<file path="config.mk">
export PLATFORM = sky130hd
export DESIGN_NAME = mac_bist
export DESIGN_NICKNAME = d
export VERILOG_FILES = /design/src/rtl/mac_bist_pkg.sv /design/src/rtl/mac_bist_lfsr.sv /design/src/rtl/mac_bist.sv
export SDC_FILE = /design/constraint.sdc
export NUM_CORES = 1
export LEC_CHECK = 0
export ABC_AREA = 1
export CAP_MARGIN = 20
export CORE_MARGIN = 5
export CORE_UTILIZATION = 45
export DETAILED_ROUTE_END_ITERATION = 7
export PLACE_DENSITY = 0.66
export SLEW_MARGIN = 20
export SYNTH_ARGS = -nofsm -noshare
export SYNTH_HDL_FRONTEND = slang
export SYNTH_SLANG_ARGS = --single-unit
</file>
<file path="constraint.sdc">
create_clock -name clk -period 9.35 [get_ports clk]
set_input_delay 1.4025 -clock clk [delete_from_list [all_inputs] [get_ports clk]]
set_output_delay 1.4025 -clock clk [all_outputs]
set_load 0.1 [all_outputs]
</file>
<file path="src/rtl/mac_bist_pkg.sv">
// mac_bist_pkg: shared types and constants for the MAC built-in self-test.
// Latency: n/a (types, constants and the LFSR step function only).
// Backpressure: n/a.
package mac_bist_pkg;

    typedef enum logic [1:0] {
        ST_IDLE  = 2'd0,
        ST_RUN   = 2'd1,
        ST_DRAIN = 2'd2,
        ST_DONE  = 2'd3
    } state_t;

    localparam int A_W = 8;
    localparam int B_W = 8;
    localparam int C_W = 16;

    localparam logic [31:0] LFSR_SEED = 32'hACE1_2468;
    // Right-shifting Galois taps for x^32 + x^22 + x^2 + x + 1.
    localparam logic [31:0] LFSR_POLY = 32'h8020_0003;

    localparam logic [7:0] ERR_MAX = 8'd255;

    function automatic logic [31:0] lfsr_step(input logic [31:0] s);
        lfsr_step = {1'b0, s[31:1]} ^ (s[0] ? LFSR_POLY : 32'h0);
    endfunction

endpackage

</file>
<file path="src/rtl/mac_bist_lfsr.sv">
// mac_bist_lfsr: 32-bit Galois LFSR operand source for the MAC self-test.
// Latency: value_o updates one cycle after advance/reseed.
// Backpressure: none; holds its value while advance is low.
// Ports: clk, rst (async, active-high), advance (step once), reseed (load seed;
// combined with advance it loads the state one step past the seed), value_o.
module mac_bist_lfsr
    import mac_bist_pkg::*;
(
    input  logic        clk,
    input  logic        rst,
    input  logic        advance,
    input  logic        reseed,
    output logic [31:0] value_o
);

    logic [31:0] lfsr_q, lfsr_d;

    always_comb begin
        lfsr_d = lfsr_q;
        if (reseed) begin
            lfsr_d = advance ? lfsr_step(LFSR_SEED) : LFSR_SEED;
        end else if (advance) begin
            lfsr_d = lfsr_step(lfsr_q);
        end
    end

    always_ff @(posedge clk or posedge rst) begin
        if (rst) begin
            lfsr_q <= LFSR_SEED;
        end else begin
            lfsr_q <= lfsr_d;
        end
    end

    assign value_o = lfsr_q;

endmodule

</file>
<file path="src/rtl/mac_bist.sv">
// mac_bist: drives LFSR operand vectors into an 8x8+16 MAC and checks o_i after LAT cycles.
// Latency: vector k on a_o/b_o/ci_o at start+1+k, checked at start+1+k+LAT, done at start+1+NUM_VEC+LAT.
// Backpressure: none; one vector per cycle while busy, start ignored unless IDLE or DONE.
// Ports: clk, rst (async, active-high), start, a_o/b_o/ci_o (to MAC), o_i (from MAC),
// busy, done, pass, err_cnt (saturating), vec_cnt. Optional macro MAC_BIST_FIRST_ERR_EN
// adds first_idx/first_exp/first_got describing the first mismatch of a run.
module mac_bist
    import mac_bist_pkg::*;
#(
    parameter int NUM_VEC = 256,
    parameter int LAT     = 1
) (
    input  logic           clk,
    input  logic           rst,
    input  logic           start,
    output logic [A_W-1:0] a_o,
    output logic [B_W-1:0] b_o,
    output logic [C_W-1:0] ci_o,
    input  logic [C_W-1:0] o_i,
    output logic           busy,
    output logic           done,
    output logic           pass,
    output logic [7:0]     err_cnt,
    output logic [15:0]    vec_cnt
`ifdef MAC_BIST_FIRST_ERR_EN
    ,
    output logic [15:0]    first_idx,
    output logic [15:0]    first_exp,
    output logic [15:0]    first_got
`endif
);

    localparam logic [15:0] NV     = 16'(NUM_VEC);
    localparam logic [2:0]  LAT_M1 = 3'(LAT - 1);

    state_t          state_q, state_d;
    logic [A_W-1:0]  a_q, a_d;
    logic [B_W-1:0]  b_q, b_d;
    logic [C_W-1:0]  ci_q, ci_d;
    logic [15:0]     vec_cnt_q, vec_cnt_d;
    logic [2:0]      drain_q, drain_d;
    logic [7:0]      err_q, err_d;
    logic            busy_q, busy_d;
    logic            done_q, done_d;
    logic            pass_q, pass_d;
    // High in the cycle right after a vector was placed on the outputs.
    logic            issue_q, issue_d;
    logic            vld_q [LAT];
    logic            vld_d [LAT];
    logic [C_W-1:0]  exp_q [LAT];
    logic [C_W-1:0]  exp_d [LAT];

    logic            start_ok;
    logic            mismatch;
    logic [31:0]     lfsr_val;
    logic [31:0]     src;
    logic [C_W-1:0]  prod;

    mac_bist_lfsr u_lfsr (
        .clk     (clk),
        .rst     (rst),
        .advance (issue_d),
        .reseed  (start_ok),
        .value_o (lfsr_val)
    );

    always_comb begin
        state_d   = state_q;
        a_d       = a_q;
        b_d       = b_q;
        ci_d      = ci_q;
        vec_cnt_d = vec_cnt_q;
        drain_d   = drain_q;
        err_d     = err_q;
        issue_d   = 1'b0;

        start_ok = start && (state_q == ST_IDLE || state_q == ST_DONE);
        // The first vector of a run is the seed itself, bypassing the LFSR register.
        src      = start_ok ? LFSR_SEED : lfsr_val;
        prod     = C_W'(a_q) * C_W'(b_q);
        mismatch = vld_q[LAT-1] && (o_i != exp_q[LAT-1]);

        unique case (state_q)
            ST_IDLE, ST_DONE: begin
                if (start_ok) begin
                    state_d   = ST_RUN;
                    issue_d   = 1'b1;
                    vec_cnt_d = 16'd1;
                end
            end
            ST_RUN: begin
                // vec_cnt counts the vector currently on the outputs.
                if (vec_cnt_q == NV) begin
                    state_d = ST_DRAIN;
                    drain_d = 3'd0;
                end else begin
                    issue_d   = 1'b1;
                    vec_cnt_d = vec_cnt_q + 16'd1;
                end
            end
            ST_DRAIN: begin
                if (drain_q == LAT_M1) begin
                    state_d = ST_DONE;
                end else begin
                    drain_d = drain_q + 3'd1;
                end
            end
            default: state_d = ST_IDLE;
        endcase

        if (issue_d) begin
            a_d  = src[A_W-1:0];
            b_d  = src[A_W+B_W-1:A_W];
            ci_d = src[31:A_W+B_W];
        end

        // Expected value enters the pipe the cycle after issue, so after LAT
        // stages it lines up with the MAC result LAT cycles after the operands.
        vld_d[0] = issue_q;
        exp_d[0] = prod + ci_q;
        for (int i = 1; i < LAT; i++) begin
            vld_d[i] = vld_q[i-1];
            exp_d[i] = exp_q[i-1];
        end

        if (mismatch && err_q != ERR_MAX) begin
            err_d = err_q + 8'd1;
        end

        if (start_ok) begin
            err_d = 8'd0;
            for (int i = 0; i < LAT; i++) begin
                vld_d[i] = 1'b0;
                exp_d[i] = '0;
            end
        end

        busy_d = (state_d == ST_RUN) || (state_d == ST_DRAIN);
        done_d = (state_d == ST_DONE);
        pass_d = done_d && (err_d == 8'd0);
    end

    always_ff @(posedge clk or posedge rst) begin
        if (rst) begin
            state_q   <= ST_IDLE;
            a_q       <= '0;
            b_q       <= '0;
            ci_q      <= '0;
            vec_cnt_q <= '0;
            drain_q   <= '0;
            err_q     <= '0;
            busy_q    <= 1'b0;
            done_q    <= 1'b0;
            pass_q    <= 1'b0;
            issue_q   <= 1'b0;
            for (int i = 0; i < LAT; i++) begin
                vld_q[i] <= 1'b0;
                exp_q[i] <= '0;
            end
        end else begin
            state_q   <= state_d;
            a_q       <= a_d;
            b_q       <= b_d;
            ci_q      <= ci_d;
            vec_cnt_q <= vec_cnt_d;
            drain_q   <= drain_d;
            err_q     <= err_d;
            busy_q    <= busy_d;
            done_q    <= done_d;
            pass_q    <= pass_d;
            issue_q   <= issue_d;
            for (int i = 0; i < LAT; i++) begin
                vld_q[i] <= vld_d[i];
                exp_q[i] <= exp_d[i];
            end
        end
    end

    assign a_o     = a_q;
    assign b_o     = b_q;
    assign ci_o    = ci_q;
    assign busy    = busy_q;
    assign done    = done_q;
    assign pass    = pass_q;
    assign err_cnt = err_q;
    assign vec_cnt = vec_cnt_q;

`ifdef MAC_BIST_FIRST_ERR_EN
    logic [15:0] cmp_idx_q, cmp_idx_d;
    logic [15:0] first_idx_q, first_idx_d;
    logic [15:0] first_exp_q, first_exp_d;
    logic [15:0] first_got_q, first_got_d;
    logic        seen_q, seen_d;

    always_comb begin
        cmp_idx_d   = cmp_idx_q;
        first_idx_d = first_idx_q;
        first_exp_d = first_exp_q;
        first_got_d = first_got_q;
        seen_d      = seen_q;
        // cmp_idx is the index of the vector being compared this cycle.
        if (vld_q[LAT-1]) begin
            cmp_idx_d = cmp_idx_q + 16'd1;
        end
        if (mismatch && !seen_q) begin
            seen_d      = 1'b1;
            first_idx_d = cmp_idx_q;
            first_exp_d = exp_q[LAT-1];
            first_got_d = o_i;
        end
        if (start_ok) begin
            cmp_idx_d   = '0;
            first_idx_d = '0;
            first_exp_d = '0;
            first_got_d = '0;
            seen_d      = 1'b0;
        end
    end

    always_ff @(posedge clk or posedge rst) begin
        if (rst) begin
            cmp_idx_q   <= '0;
            first_idx_q <= '0;
            first_exp_q <= '0;
            first_got_q <= '0;
            seen_q      <= 1'b0;
        end else begin
            cmp_idx_q   <= cmp_idx_d;
            first_idx_q <= first_idx_d;
            first_exp_q <= first_exp_d;
            first_got_q <= first_got_d;
            seen_q      <= seen_d;
        end
    end

    assign first_idx = first_idx_q;
    assign first_exp = first_exp_q;
    assign first_got = first_got_q;
`endif

endmodule
</file>
==> flow_metrics.tcl, run 1 <==
set metrics [dict create \
    drv_slew 0 \
    r2r-start "a_o[5]" \
    die_h_um 141 \
    final.min_clock_period_ns 4.38 \
    cts_resized 0 \
    crit_family "adder cells" \
    grt_pass1_vias 6022 \
    worstMarginPinSlew_ns 1.05 \
    pin_count 78 \
    n_antenna_cell 0 \
    cp_common_cell "nand2_1" \
    cts-root-buf "clkbuf_16" \
    worst_setup_path_end_kind "flip-flop" \
    drtAntennaViolNets 0 \
    slowest_delay_ns 0.55 \
    syn_area_per_cell_um2 7.95 \
    syn_nets 1077 \
    hold_path_depth 2 \
    skew_ns 0.00923 \
    hold_buffers 0 \
    dp_hpwl_mm 12.9 \
    hold_viol 0 \
    vias 6009 \
    setup-violations-final 0 \
    core_mm2 0.0166 \
    overflow 0 \
    drtIter0Drc 309 \
    cp.required_ns 9.69 \
    clk_path_buf_depth 2 \
    outcome "complete, no violations" \
    area_growth_pct 19.3 \
    clock-sinks 114 \
    netlist_instances 965 \
    post_cts_buffers 0 \
    cp_slowest_cell "dfrtp_1" \
    start_util_pct 46.1 \
    drive_gt1_share_pct 5.66 \
    critical_path_buf_inv_count 3 \
    cp_num_cells 19 \
    die_w_um 141 \
    timing.slew.headroom_pct 29.8 \
    wl_per_cell_um 13.8 \
    worstHoldEndpoint "u_lfsr.value_o[30]" \
    clk_latency_ns 0.42 \
    drc 0 \
    grt_max_degree 82 \
    fin_crit_sh_pct 46.8 \
    worstPathCellList "nand2_1 -> fa_1 -> inv_1 -> fa_1 -> inv_1 -> fa_1 -> fa_1 -> inv_1 -> ha_1 -> nand3_1 -> nand3_1 -> nand2_1 -> nand2_1 -> a21oi_1 -> o21ai_0 -> nand2_1 -> nand2_1 -> o21ai_0 -> a21oi_1" \
    critPathKind "reg2reg" \
    nets 1142 \
    numCtsBuffers 17 \
    final_core_util_pct 55.0 \
    cts.clk_slew.worst_paths_ns 0.06 \
    arrival_ns 4.71 \
    worstRegToRegCells 19 \
    yosysWarnings 0 \
    vias_per_cell 4.76 \
    io_buffers 77 \
    ys_seq_elements 114 \
    r2r-end "exp_q[13]" \
    maxCapViolCount 0 \
    tns_ns 0 \
    rrSetupSlack_ns 4.97 \
    synth_cell_types 37 \
    holdWs_ns 0.470 \
    cts_tree "built" \
    grt_setup_unrepaired "no" \
    grt_pass1_wl_mm 29.8 \
    crit_fanout 10 \
    drt-total-wl_mm 17.4 \
    h-tree-depth 4 \
    synth_area_mm2 0.00767 \
    drtPass1Iterations 5 \
    instances_no_fill 1263 \
    row_count 47 \
    hold_start "u_lfsr.value_o[30]" \
    grt_usage_pct 18.8 \
    fmax_ghz 0.228 \
    dieArea_mm2 0.0198 \
    ys_seq_area_share_pct 37.4 \
    grt_antenna_before_repair 0 \
    hold_path.class "reg2reg" \
    place_inst 1231 \
    start_kind "flip-flop" \
    gp_congestion 0.872 \
]
==> synth_stat cells <==
cell      count  area, um^2
nand4_1       6        37.5
inv_1       209         785
o22ai_1       1        6.26
nor3_1        9        45.0
inv_2         2        7.51
nor4_2        1        12.5
nand3_2       3        30.0
a31oi_1       3        18.8
buf_4         2        15.0
nor2_1       73         274
a21oi_1      24         120
dfstp_2      13         342
ha_1         43         538
dfrtp_1     101        2530
buf_2         8        40.0
xor2_1       10        87.6
nand3b_1      1        7.51
fa_1         50        1000
o221ai_1      1        8.76
nor3_4        1        16.3
a22oi_1       1        7.51
a211oi_1      1        7.51
o21ai_1      14        70.1
nand2_4       2        22.5
o21bai_1      2        15.0
nand2_1     261         980
inv_4         1        6.26
xnor2_1       5        43.8
clkbuf_1     22        82.6
o211ai_1      1        7.51
nor4_1        4        25.0
nand3_1      44         220
o21ai_0      35         175
nor3_2        2        20.0
o31ai_1       5        37.5
nand2_2       3        18.8
buf_6         1        11.3
==> sequential cells by signal, indices dropped and copies added, names as in the netlist <==
name / count
state_q: 2
pass: 1
vec_cnt: 16
exp_q: 16
busy: 1
issue_q: 1
err_cnt: 8
u_lfsr.value_o: 32
a_o: 8
drain_q: 3
ci_o: 16
b_o: 8
done: 1
vld_q: 1
==> routing by layer <==
layer  up-vias  GRT usage [%]  routed length [um]
met1      2822           25.3                8010
met4         0           6.68                 331
met5         -              0                   0
li1       3048              -                   -
met2       116           29.3                8040
met3        23           5.11                1050
==> area by class of cell <==
| type | instances | area (um^2) |
|---|---|---|
| Timing Repair Buffer | 79 | 790 |
| Multi-Input combinational cell | 606 | 3850 |
| Sequential cell | 114 | 2870 |
| Fill cell | 1569 | 7490 |
| Clock inverter | 8 | 78.8 |
| Inverter | 212 | 801 |
| Tap cell | 220 | 275 |
| Clock buffer | 24 | 482 |
==> worst max-delay path by stage <==
stage               startpoint   endpoint  slack [ns]
finish                  a_o[5]  exp_q[13]        4.97
global route            a_o[5]  exp_q[13]        4.56
CTS                     a_o[5]  exp_q[13]        4.95
detailed placement      a_o[5]  exp_q[13]        4.99
global placement        b_o[1]  exp_q[13]        5.10
floorplan               b_o[1]  exp_q[15]        4.55
==> through the flow <==
| step | area [um^2] | setup WS, ns |
|---|---|---|
| global placement | 8580 | 5.10 |
| CTS | 9150 | 4.95 |
| floorplan | 7670 | 4.55 |
| global route | 9150 | 4.56 |
| finish | 9150 | 4.97 |
| detailed placement | 8580 | 4.99 |
==> placed cells by master (no fill, tap or decap), types with 4 or more instances in the layout <==
cell type	Yosys	layout
inv_1	209	208
clkbuf_1	22	4
fa_1	50	50
nor2_1	73	73
o21ai_1	14	14
ha_1	43	43
clkdlybuf4s50_1	0	77
o31ai_1	5	5
xnor2_1	5	5
xor2_1	10	10
clkbuf_16	0	17
nand4_1	6	6
dfrtp_1	101	101
a21oi_1	24	24
nor4_1	4	4
nor3_1	9	9
nand3_1	44	44
nand2_1	261	261
dfstp_2	13	13
clkinvlp_4	0	4
o21ai_0	35	35
==> worst register-to-register path, cell delays in order, from the launching register on <==
cell     delay (ns)
dfrtp_1        0.55
nand2_1        0.13
fa_1           0.52
inv_1          0.05
fa_1           0.49
inv_1          0.06
fa_1           0.47
fa_1           0.54
inv_1          0.04
ha_1           0.33
nand3_1        0.09
nand3_1        0.09
nand2_1        0.07
nand2_1        0.06
a21oi_1        0.08
o21ai_0        0.32
nand2_1        0.09
nand2_1        0.08
o21ai_0        0.07
a21oi_1        0.16
==> logic make-up after synthesis <==
family	count (synthesis)	synth area share (%)
AO/OA/AOI/OAI	88	6.18
XOR/XNOR	15	1.71
buffers and inverters	245	12.3
adder cells (fa/ha/maj)	93	20.1
AND/OR/NAND/NOR	410	22.3
flip-flops	114	37.4
Power of run 1 is not shown: default switching activity piles up to over one toggle a cycle in this logic, so the estimate is an artifact.
==> run 2: changes to the inputs <==
- PLACE_DENSITY: 0.66 -> 0.68
- clock period: 9.35 -> 3.87 ns (I/O delays scaled with it)
==> run 2 against run 1 <==
Against the previous run: the flow now finishes with violations (negative setup slack); register-to-register slack worse by 5.0 ns; sequential cell count unchanged; via count up 4.7%; setup slack worse by 5.0 ns; utilization up 3.6 points; critical path type unchanged.
==> flow_metrics.tcl, run 2 (synthesized netlist as in run 1, its figures left out) <==
set metrics [dict create \
    final-seq-area_mm2 0.00290 \
    grt_pass1_vias 6151 \
    dieArea_mm2 0.0198 \
    setup-violations-final 2 \
    fmax_ghz 0.256 \
    cts.clk_slew.worst_paths_ns 0.06 \
    drv_slew 0 \
    io_buffers 77 \
    die_h_um 141 \
    maxCapViolCount 0 \
    instances_no_fill 1307 \
    place_inst 1254 \
    outcome "complete, but fails checks" \
    dp_hpwl_mm 13.2 \
    h-tree-depth 4 \
    grt_max_degree 73 \
    skew_ns 0.0129 \
    core_mm2 0.0166 \
    worstMarginPinSlew_ns 1.08 \
    cp_slowest_cell "fa_1" \
    timing.final.ws_setup_ns -0.0380 \
    mostFrequentLayoutCell "nand2_1" \
    drive_gt1_share_pct 16.0 \
    worstPathCellList "buf_6 -> nand2_2 -> fa_1 -> inv_1 -> fa_1 -> inv_1 -> fa_1 -> fa_1 -> inv_2 -> ha_4 -> nand3_2 -> nand3_2 -> nand2_2 -> nand2_2 -> a21oi_2 -> o21ai_2 -> nand2_1 -> nand2_1 -> o21ai_1 -> a21oi_1" \
    final.min_clock_period_ns 3.91 \
    gp_congestion 0.852 \
    grt_setup_unrepaired "yes" \
    cp_common_cell "fa_1" \
    vias 6293 \
    cts-root-buf "clkbuf_16" \
    start_util_pct 46.1 \
    drt-total-wl_mm 17.9 \
    violations "negative setup slack" \
    layout_common_cells "nand2_1 (247), inv_1 (203), dfrtp_1 (79)" \
    pin_count 78 \
    die_w_um 141 \
    arrival_ns 4.24 \
    timing.slew.headroom_pct 28.1 \
    fillCellCount 1506 \
    vias_per_cell 4.81 \
    grt_usage_pct 18.7 \
    clk_path_buf_depth 2 \
    hold_buffers 0 \
    clk_latency_ns 0.41 \
    fin_crit_sh_pct 101 \
    largest_reg_flops 32 \
    row_count 47 \
    drtAntennaViolNets 0 \
    grt_antenna_before_repair 0 \
    numCtsBuffers 17 \
    slowest_delay_ns 0.53 \
    drc 0 \
    critPathKind "reg2reg" \
    hold_path.class "reg2reg" \
    start_kind "flip-flop" \
    drtIter0Drc 263 \
    grt_pass1_wl_mm 30.1 \
    overflow 0 \
    area_growth_pct 27.0 \
    clock-sinks 114 \
    wl_per_cell_um 13.7 \
    drtPass1Iterations 5 \
    crit_fanout 6 \
    nets 1186 \
    cts_tree "built" \
    cp.required_ns 4.20 \
    multi_input_area_mm2 0.00406 \
    n_antenna_cell 0 \
    worst_setup_path_end_kind "flip-flop" \
    hold_viol 0 \
]
run 2: changes by cell type in the layout (fill, tap and decap cells not counted), sizes merged:
cell      before  now
buf            2   46
clkbuf        24   22
clkinv         3    6
clkinvlp       4    3
run 2: path summary, 6_finish.rpt:
| kind | slack [ns] | to | cells after the start | start |
|---|---|---|---|---|
| max in group asynchronous | 2.34 | b_o[6] | 3 | rst |
| min in group asynchronous | 0.71 | busy | 2 | rst |
| worst max register to register | -0.04 | exp_q[13] | 20 | a_o[4] |
| worst max-delay path | -0.04 | exp_q[13] | 20 | a_o[4] |
| worst min-delay path | 0.47 | u_lfsr.value_o[25] | 2 | u_lfsr.value_o[25] |
| worst min register to register | 0.47 | u_lfsr.value_o[25] | 2 | u_lfsr.value_o[25] |
run 2: worst max-delay path, delay by kind of cell, from the launching register on:
family                     cells  cell delay, ns
AOI/OAI and AO/OA              4            0.44
buffers and inverters          4            0.35
DFF                            1            0.47
adders and majority gates      5            2.06
and+or+nand+nor                7            0.51
run 2: metal layers:
metal | global-route usage, % | wire (um) | vias up
met1 | 26.2 | 8460 | 3022
li1 | - | - | 3131
met2 | 29.6 | 8400 | 127
met3 | 4.67 | 892 | 13
met5 | 0 | 0 | -
met4 | 4.33 | 161 | 0
run 2: stage by stage:
| step | util [%] | worst slack (ns) | cell area, um^2 | TNS (ns) | hold slack (ns) |
|---|---|---|---|---|---|
| 4_1_cts | 57.6 | 0.00670 | 9580 | 0 | 0.473 |
| 2_1_floorplan | - | -0.331 | 7980 | -1.38 | 0.443 |
| 6_report | 58.5 | -0.0380 | 9740 | -0.0518 | 0.474 |
| 3_3_place_gp | 53.7 | 0.000141 | 8940 | 0 | 0.455 |
| 3_5_place_dp | 53.7 | -0.101 | 8940 | -0.191 | 0.459 |
| 5_1_grt | 58.5 | -0.184 | 9740 | -0.960 | 0.498 |
run 2: timing repair:
action,4_1_cts,5_1_grt
buffers inserted,7,14
resized for setup,4,21
setup endpoints to repair,2,7
pin swaps,2,12
run 2: cell type report:
class                      instances  share of cell area [%]
clock inverter                    10                   0.886
clock buffer                      22                    4.87
tap                              220                    2.83
timing repair buffer             123                    11.8
inverter                         212                    8.22
multi-input combinational        606                    41.7
sequential                       114                    29.7
Power of run 2 is left out for the same reason.
